[src/rtl/ones_accumulator.sv]
// Accumulates ones-count samples into a saturating per-frame total and presents
// the frame sum, sample count and overflow flag with a valid/ready handshake.
module ones_accumulator #(
  parameter int unsigned Count_Width   = 4,
  parameter int unsigned Sum_Width     = 8,
  parameter int unsigned Samples_Width = 6,
  parameter int unsigned Frame_Len     = 32
) (
  input  logic                     Clk,
  input  logic                     Rst,
  input  logic                     In_Valid,
  output logic                     In_Ready,
  input  logic [Count_Width-1:0]   In,
  input  logic                     In_Last,
  output logic                     Out_Valid,
  input  logic                     Out_Ready,
  output logic [Sum_Width-1:0]     Out,
  output logic [Samples_Width-1:0] Out_Samples,
  output logic                     Out_Overflow
);

  localparam int unsigned                SumExtW   = Sum_Width + 1;
  localparam logic [Sum_Width-1:0]       SumMax    = '1;
  localparam logic [Samples_Width-1:0]   FrameLenS = Samples_Width'(Frame_Len);
  localparam logic [Samples_Width-1:0]   OneS      = Samples_Width'(1);

  typedef enum logic [1:0] {
    IDLE  = 2'd0,
    ACCUM = 2'd1,
    HOLD  = 2'd2
  } state_e;

  state_e                   state_q, state_d;
  logic [Sum_Width-1:0]     sum_q, sum_d;
  logic [Samples_Width-1:0] samples_q, samples_d;
  logic                     ovf_q, ovf_d;

  logic                     in_fire;
  logic [SumExtW-1:0]       sum_base;
  logic [SumExtW-1:0]       sum_wide;
  logic                     sat;
  logic [Samples_Width-1:0] samples_inc;

  // Handshake flags are a pure decode of the registered state.
  assign In_Ready     = (state_q != HOLD);
  assign Out_Valid    = (state_q == HOLD);
  assign Out          = sum_q;
  assign Out_Samples  = samples_q;
  assign Out_Overflow = ovf_q;

  // Next-state and accumulator update; a frame start seeds from zero.
  always_comb begin
    state_d     = state_q;
    sum_d       = sum_q;
    samples_d   = samples_q;
    ovf_d       = ovf_q;
    in_fire     = In_Valid && (state_q != HOLD);
    sum_base    = (state_q == ACCUM) ? SumExtW'(sum_q) : '0;
    sum_wide    = sum_base + SumExtW'(In);
    sat         = sum_wide[Sum_Width];
    samples_inc = (state_q == ACCUM) ? (samples_q + OneS) : OneS;

    case (state_q)
      IDLE, ACCUM: begin
        if (in_fire) begin
          sum_d     = sat ? SumMax : sum_wide[Sum_Width-1:0];
          samples_d = samples_inc;
          ovf_d     = sat || ((state_q == ACCUM) && ovf_q);
          state_d   = (In_Last || (samples_inc == FrameLenS)) ? HOLD : ACCUM;
        end
      end
      HOLD: begin
        if (Out_Ready) state_d = IDLE;
      end
      default: state_d = IDLE;
    endcase
  end

  always_ff @(posedge Clk) begin
    if (Rst) begin
      state_q   <= IDLE;
      sum_q     <= '0;
      samples_q <= '0;
      ovf_q     <= 1'b0;
    end else begin
      state_q   <= state_d;
      sum_q     <= sum_d;
      samples_q <= samples_d;
      ovf_q     <= ovf_d;
    end
  end

endmodule

[config.mk]
export PLATFORM = sky130hd
export DESIGN_NAME = ones_accumulator
export DESIGN_NICKNAME = d
export VERILOG_FILES = /design/src/rtl/ones_accumulator.sv
export SDC_FILE = /design/constraint.sdc
export NUM_CORES = 1
export LEC_CHECK = 0
export CORE_MARGIN = 2
export CORE_UTILIZATION = 25
export CTS_CLUSTER_DIAMETER = 120
export CTS_CLUSTER_SIZE = 25
export DETAILED_ROUTE_END_ITERATION = 10
export HOLD_SLACK_MARGIN = 0.02
export PLACE_DENSITY = 0.55
export REMOVE_ABC_BUFFERS = 1
export SYNTH_ARGS = -nofsm -noshare
export SYNTH_HDL_FRONTEND = slang
export SYNTH_SLANG_ARGS = --single-unit
[constraint.sdc]
create_clock -name Clk -period 8.5 [get_ports Clk]
set_clock_uncertainty 0.15 [all_clocks]
set_input_delay 0.85 -clock Clk [delete_from_list [all_inputs] [get_ports Clk]]
set_output_delay 0.85 -clock Clk [all_outputs]
set_load 0.05 [all_outputs]
==> impl_metrics.json, run 1 <==
{
  "dieWidth_um": 68.8,
  "peakVddDrop_mv": 0.0810,
  "syn-cell-area_um2": 1050,
  "seq_area_um2": 340,
  "relSlewSlack_pct": 30.4,
  "syn2layout_area_growth_pct": 31.2,
  "io_buffers": 25,
  "cpMaxStageDelayCell": "a41oi_1",
  "cts-hold-fix-buffers": 0,
  "fp.dieArea_um2": 4730,
  "overflow": 0,
  "multi_input_area_um2": 657,
  "syn_inst": 122,
  "min_period_over_period_pct": 36.0,
  "cp.required_ps": 8460,
  "highest_layer": "met3",
  "post-cts-setup-buffers": 0,
  "cts_buffers": 3,
  "drt_iter0_drc": 39,
  "run_status": "complete, no violations",
  "core_um2": 4030,
  "cp-startpoint": "In[0]",
  "clock_latency_ps": 250,
  "route.met2.wl_um": 1290,
  "grt.total_usage_pct": 12.0,
  "drc": 0,
  "synth-edff-count": 0,
  "cts_resized": 0,
  "num-fill-cells": 425,
  "met1_length_um": 1230,
  "routedWlPerCell_um": 13.4,
  "cp_max_fo": 6,
  "dieHeight_um": 68.8,
  "tns_ps": 0,
  "detailed_place_hpwl_um": 1950,
  "reg2reg_to": "Out[3]$_SDFFE_PP0P_",
  "max_freq_ghz": 0.327,
  "num_rows": 23,
  "synthFlopType": "dfxtp_1",
  "regToRegSetupSlack_ps": 5500,
  "vias_per_cell": 5.14,
  "cts.clk_slew.worst_paths_ps": 70,
  "p_leak_nw": 0.531,
  "crit_chain": "clkdlybuf4s50_1 > ha_1 > fa_1 > a21o_1 > a21o_1 > a41oi_1 > a21oi_1",
  "critPathArrivalTime_ps": 3020,
  "cts-root-buf": "clkbuf_8",
  "cts.sinks": 17,
  "cp_slowest_stage_delay_ps": 520,
  "drive_gt1_share_pct": 4.83,
  "end_kind": "register",
  "clockBufferDepth": 2,
  "antenna_cells": 0,
  "vias": 1002,
  "ys_ff_latch": 17,
  "start_kind": "primary input",
  "hold_path_class": "register to register",
  "synth_cell_type_count": 43,
  "io_pins": 26,
  "maxCapViolCount": 0,
  "dr_wl_met3_um": 103,
  "cpLargestDelayFamily": "compound AO/OA/AOI/OAI gates",
  "wl_um": 2620,
  "yosys_warnings": 0,
  "antenna_found_initial": 0,
  "critPathKind": "primary input to register",
  "grt_max_degree": 17,
  "setup_violations": 0,
  "fin_util_pct": 34.2,
  "avgSynthCellArea_um2": 8.60,
  "worst-path-buf-inv": 1,
  "cts_tree": "yes",
  "tightestPinTransition_ps": 1040,
  "ant_nets": 0,
  "finalHoldViolCount": 0,
  "rr_worst_depth": 8,
  "async_reset_ff_share_pct": 0,
  "crit_path_end": "Out[3]$_SDFFE_PP0P_",
  "drv_slew": 0,
  "grt_pass1_vias": 966,
  "dr.pass1.iters": 4,
  "start_util_pct": 26.1,
  "yosysSeqAreaShare_pct": 32.4,
  "worstSetupPathDepth": 7,
  "grt_pass1_wl_um": 4300,
  "place_congestion": 0.825,
  "path_common_cell": "a21o_1",
  "cellPowerDensity_nw_per_um2": 136,
  "rr_startpoint": "state_q[1]$_SDFFE_PP0P_",
  "rsz0062_at_grt": "no",
  "layout.nets": 161,
  "htreeDepth": 1,
  "finalCriticalPeriod_ps": 3060
}
## cells by family (layout without fill, tap and decap cells)
logic type / after synthesis / after routing / synth area share [%]
AND/OR/NAND/NOR: 34 / 34 / 19.9
multiplexers: 2 / 2 / 1.91
XOR/XNOR: 4 / 4 / 3.34
buffers and inverters: 12 / 35 / 5.01
adder cells (fa/ha/maj): 6 / 6 / 7.87
AO/OA/AOI/OAI: 47 / 47 / 29.6
flip-flops: 17 / 17 / 32.4
## metrics by stage
| stage | total power (W) | std cells | setup slack, ps | hold slack (ps) | cell area [um^2] |
|---|---|---|---|---|---|
| final | 0.000187 | 195 | 5440 | 352 | 1380 |
| after global routing | 0.000196 | 195 | 5290 | 398 | 1380 |
| after CTS | 0.000188 | 195 | 5470 | 354 | 1380 |
| after detailed placement | 0.000128 | 191 | 5220 | 343 | 1330 |
| after global placement | 0.000127 | 191 | 5290 | 338 | 1330 |
| after floorplan | 0.000112 | 116 | 5850 | 347 | 1020 |
## tightest hold or removal path, cell delays in order (launching register included)
cell and delay, ps:
dfxtp_1 340, nand2_1 60, a21oi_1 50
## report_power, final
part | internal, W | switching (W) | leakage (nW)
combinational | 0.0000152 | 0.0000250 | 0.370
clock | 0.0000333 | 0.0000277 | 0.0228
sequential | 0.0000826 | 0.00000328 | 0.139
total | 0.000131 | 0.0000560 | 0.531
## worst min path at each step
stage / endpoint / startpoint / cells past startpoint / slack (ps)
after floorplan: Out_Samples[1]$_SDFFE_PP0P_ / state_q[0]$_SDFFE_PP0P_ / 2 / 350
after global placement: Out_Overflow$_SDFFE_PP0P_ / Out_Overflow$_SDFFE_PP0P_ / 2 / 340
after detailed placement: Out_Overflow$_SDFFE_PP0P_ / Out_Overflow$_SDFFE_PP0P_ / 2 / 340
after CTS: Out_Samples[1]$_SDFFE_PP0P_ / Out_Samples[1]$_SDFFE_PP0P_ / 2 / 350
after global routing: Out_Overflow$_SDFFE_PP0P_ / Out_Overflow$_SDFFE_PP0P_ / 2 / 400
final: Out_Samples[1]$_SDFFE_PP0P_ / Out_Samples[1]$_SDFFE_PP0P_ / 2 / 350
## sequential cells by signal, indices dropped and copies added, names as in the netlist
| name | cells |
|---|---|
| state_q | 2 |
| Out | 8 |
| Out_Overflow | 1 |
| Out_Samples | 6 |
## cells in the final DEF, fill, tap and decap left out, types with 3 or more instances in the layout
master,Yosys,layout
nand2b_1,3,3
clkdlybuf4s50_1,0,25
a31oi_1,3,3
clkbuf_8,0,3
dfxtp_1,17,17
inv_1,6,6
o21ai_0,10,10
ha_1,5,5
and2_1,5,5
nand3_1,6,6
o21a_1,3,3
a21o_1,3,3
a211oi_1,3,3
nand2_1,5,5
a21oi_1,13,13
## routing by layer
metal / GRT usage (%) / vias up
met5: 0 / -
met4: 4.90 / 0
met3: 2.44 / 0
met2: 18.9 / 28
met1: 16.0 / 468
li1: - / 506
## Yosys cell counts (3+ instances only)
| cell type | count | area, um^2 |
|---|---|---|
| nand2b_1 | 3 | 18.8 |
| a21oi_1 | 13 | 65.1 |
| dfxtp_1 | 17 | 340 |
| inv_1 | 6 | 22.5 |
| a31oi_1 | 3 | 18.8 |
| nand2_1 | 5 | 18.8 |
| a21o_1 | 3 | 22.5 |
| and2_1 | 5 | 31.3 |
| ha_1 | 5 | 62.6 |
| nand3_1 | 6 | 30.0 |
| o21a_1 | 3 | 22.5 |
| clkbuf_1 | 5 | 18.8 |
| a211oi_1 | 3 | 22.5 |
| o21ai_0 | 10 | 50.1 |
## final cells by class
cell class                      instances  share of cell area (%)
Multi-Input combinational cell         93                    47.7
Sequential cell                        17                    24.7
Timing Repair Buffer                   25                    18.2
Tap cell                               50                    4.54
Clock buffer                            4                    3.27
Inverter                                6                    1.63
No activity file was read; power rests on OpenSTA's default activity.
==> inputs of run 2 (changes only) <==
- clock period: 8.5 -> 2.95 ns (I/O delays scaled with it)
==> impl_metrics.json, run 2 (same netlist as run 1, synthesis figures left out) <==
{
  "p_leak_nw": 0.550,
  "path_common_cell": "a21o_1",
  "grt_pass1_wl_um": 4510,
  "htreeDepth": 1,
  "min_period_over_period_pct": 88.6,
  "vias_per_cell": 5.12,
  "cts.sinks": 17,
  "cp.required_ps": 2970,
  "setup_violations": 0,
  "cts_buffers": 3,
  "stdcell_count": 199,
  "start_util_pct": 26.1,
  "layout_commonest_cell": "clkdlybuf4s50_1",
  "cpLargestDelayFamily": "compound AO/OA/AOI/OAI gates",
  "tightestPinTransition_ps": 536,
  "core_um2": 4030,
  "layout.nets": 165,
  "total_power_w": 0.000548,
  "grt_pass1_vias": 948,
  "clock_latency_ps": 250,
  "timing.hold.ws_ps": 353,
  "clockBufferDepth": 2,
  "dr.pass1.iters": 4,
  "largest_reg_flops": 8,
  "peakVddDrop_mv": 0.142,
  "start_kind": "register",
  "cts.clk_slew.worst_paths_ps": 70,
  "dieWidth_um": 68.8,
  "dieHeight_um": 68.8,
  "layout_common_cells": "clkdlybuf4s50_1 (25), dfxtp_1 (17), a21oi_1 (13)",
  "grt_max_degree": 15,
  "tns_ps": 0,
  "antenna_cells": 0,
  "drc": 0,
  "max_freq_ghz": 0.383,
  "crit_chain": "and2b_1 > buf_4 > and2_1 > fa_1 > a21o_1 > a21o_1 > a31o_2 > a211oi_1",
  "cp_slowest_stage_delay_ps": 440,
  "detailed_place_hpwl_um": 1970,
  "io_pins": 26,
  "cp_max_fo": 11,
  "place_congestion": 0.756,
  "finalHoldViolCount": 0,
  "cts-hold-fix-buffers": 0,
  "post-place-ws_ps": 207,
  "cellPowerDensity_nw_per_um2": 386,
  "wl_um": 2650,
  "cts_tree": "yes",
  "rsz0062_at_grt": "no",
  "fin_ws_ps": 337,
  "finalCriticalPeriod_ps": 2610,
  "drt_iter0_drc": 29,
  "routedWlPerCell_um": 13.3,
  "grt.total_usage_pct": 12.5,
  "cpMaxStageDelayCell": "fa_1",
  "maxCapViolCount": 0,
  "critPathArrivalTime_ps": 2630,
  "run_status": "complete, no violations",
  "place_inst": 195,
  "critPathKind": "register to register",
  "ant_nets": 0,
  "relSlewSlack_pct": 64.3,
  "hold_path_class": "register to register",
  "cts-root-buf": "clkbuf_8",
  "io_buffers": 25,
  "antenna_found_initial": 0,
  "num_rows": 23,
  "end_kind": "register",
  "worst-path-buf-inv": 1,
  "vias": 1018,
  "syn2layout_area_growth_pct": 35.2,
  "drv_slew": 0,
  "overflow": 0,
  "fp.dieArea_um2": 4730,
  "drive_gt1_share_pct": 8.72
}
## run 2: changes by cell type in the layout (fill, tap and decap cells not counted)
| cell | change |
|---|---|
| buf_4 | +4 |
| a41oi_1 | -1 |
| a41oi_2 | +1 |
| clkbuf_1 | -1 |
| clkinvlp_4 | +1 |
## run 2: report_power, final
| group | switching [W] | leakage, nW | internal, W |
|---|---|---|---|
| clock | 0.0000832 | 0.0217 | 0.0000949 |
| combinational | 0.0000735 | 0.390 | 0.0000489 |
| sequential | 0.00000953 | 0.139 | 0.000238 |
## run 2: per-layer routing
layer / global-route usage [%] / vias up / routed length (um)
li1: - / 508 / -
met1: 17.0 / 490 / 1280
met2: 19.8 / 18 / 1230
met3: 1.79 / 2 / 106
met4: 5.39 / 0 / 33
met5: 0 / - / 0
## run 2: worst paths after layout
check / slack (ps) / to / from / depth (start not counted)
setup / recovery: 340 / Out[6]$_SDFFE_PP0P_ / state_q[1]$_SDFFE_PP0P_ / 8
hold reg to reg: 350 / Out_Samples[1]$_SDFFE_PP0P_ / Out_Samples[1]$_SDFFE_PP0P_ / 2
hold / removal: 350 / Out_Samples[1]$_SDFFE_PP0P_ / Out_Samples[1]$_SDFFE_PP0P_ / 2
setup reg to reg: 340 / Out[6]$_SDFFE_PP0P_ / state_q[1]$_SDFFE_PP0P_ / 8
## run 2: stage by stage
stage,util [%],area (um^2)
final,35.2,1420
after global routing,35.2,1420
after CTS,35.0,1410
after detailed placement,33.8,1360
after floorplan,-,1020
after global placement,33.8,1360
## run 2: cell type report
class                      instances  area, um^2
tap                               50        62.6
timing repair buffer              29         280
multi-input combinational         93         664
fill                             434        2610
inverter                           6        22.5
clock buffer                       3        41.3
sequential                        17         340
clock inverter                     1        7.51
## run 2: repair_timing
| action | in CTS | in global routing |
|---|---|---|
| gates resized for setup | 0 | 1 |
| hold endpoints to repair | 0 | 0 |
| setup buffers | 0 | 0 |
| endpoints found under the setup margin | 0 | 3 |
## run 2: tightest hold or removal path, cell delays in order (launching register included)
cell and delay [ps]:
dfxtp_1 340, nand2_1 70, a21oi_1 50
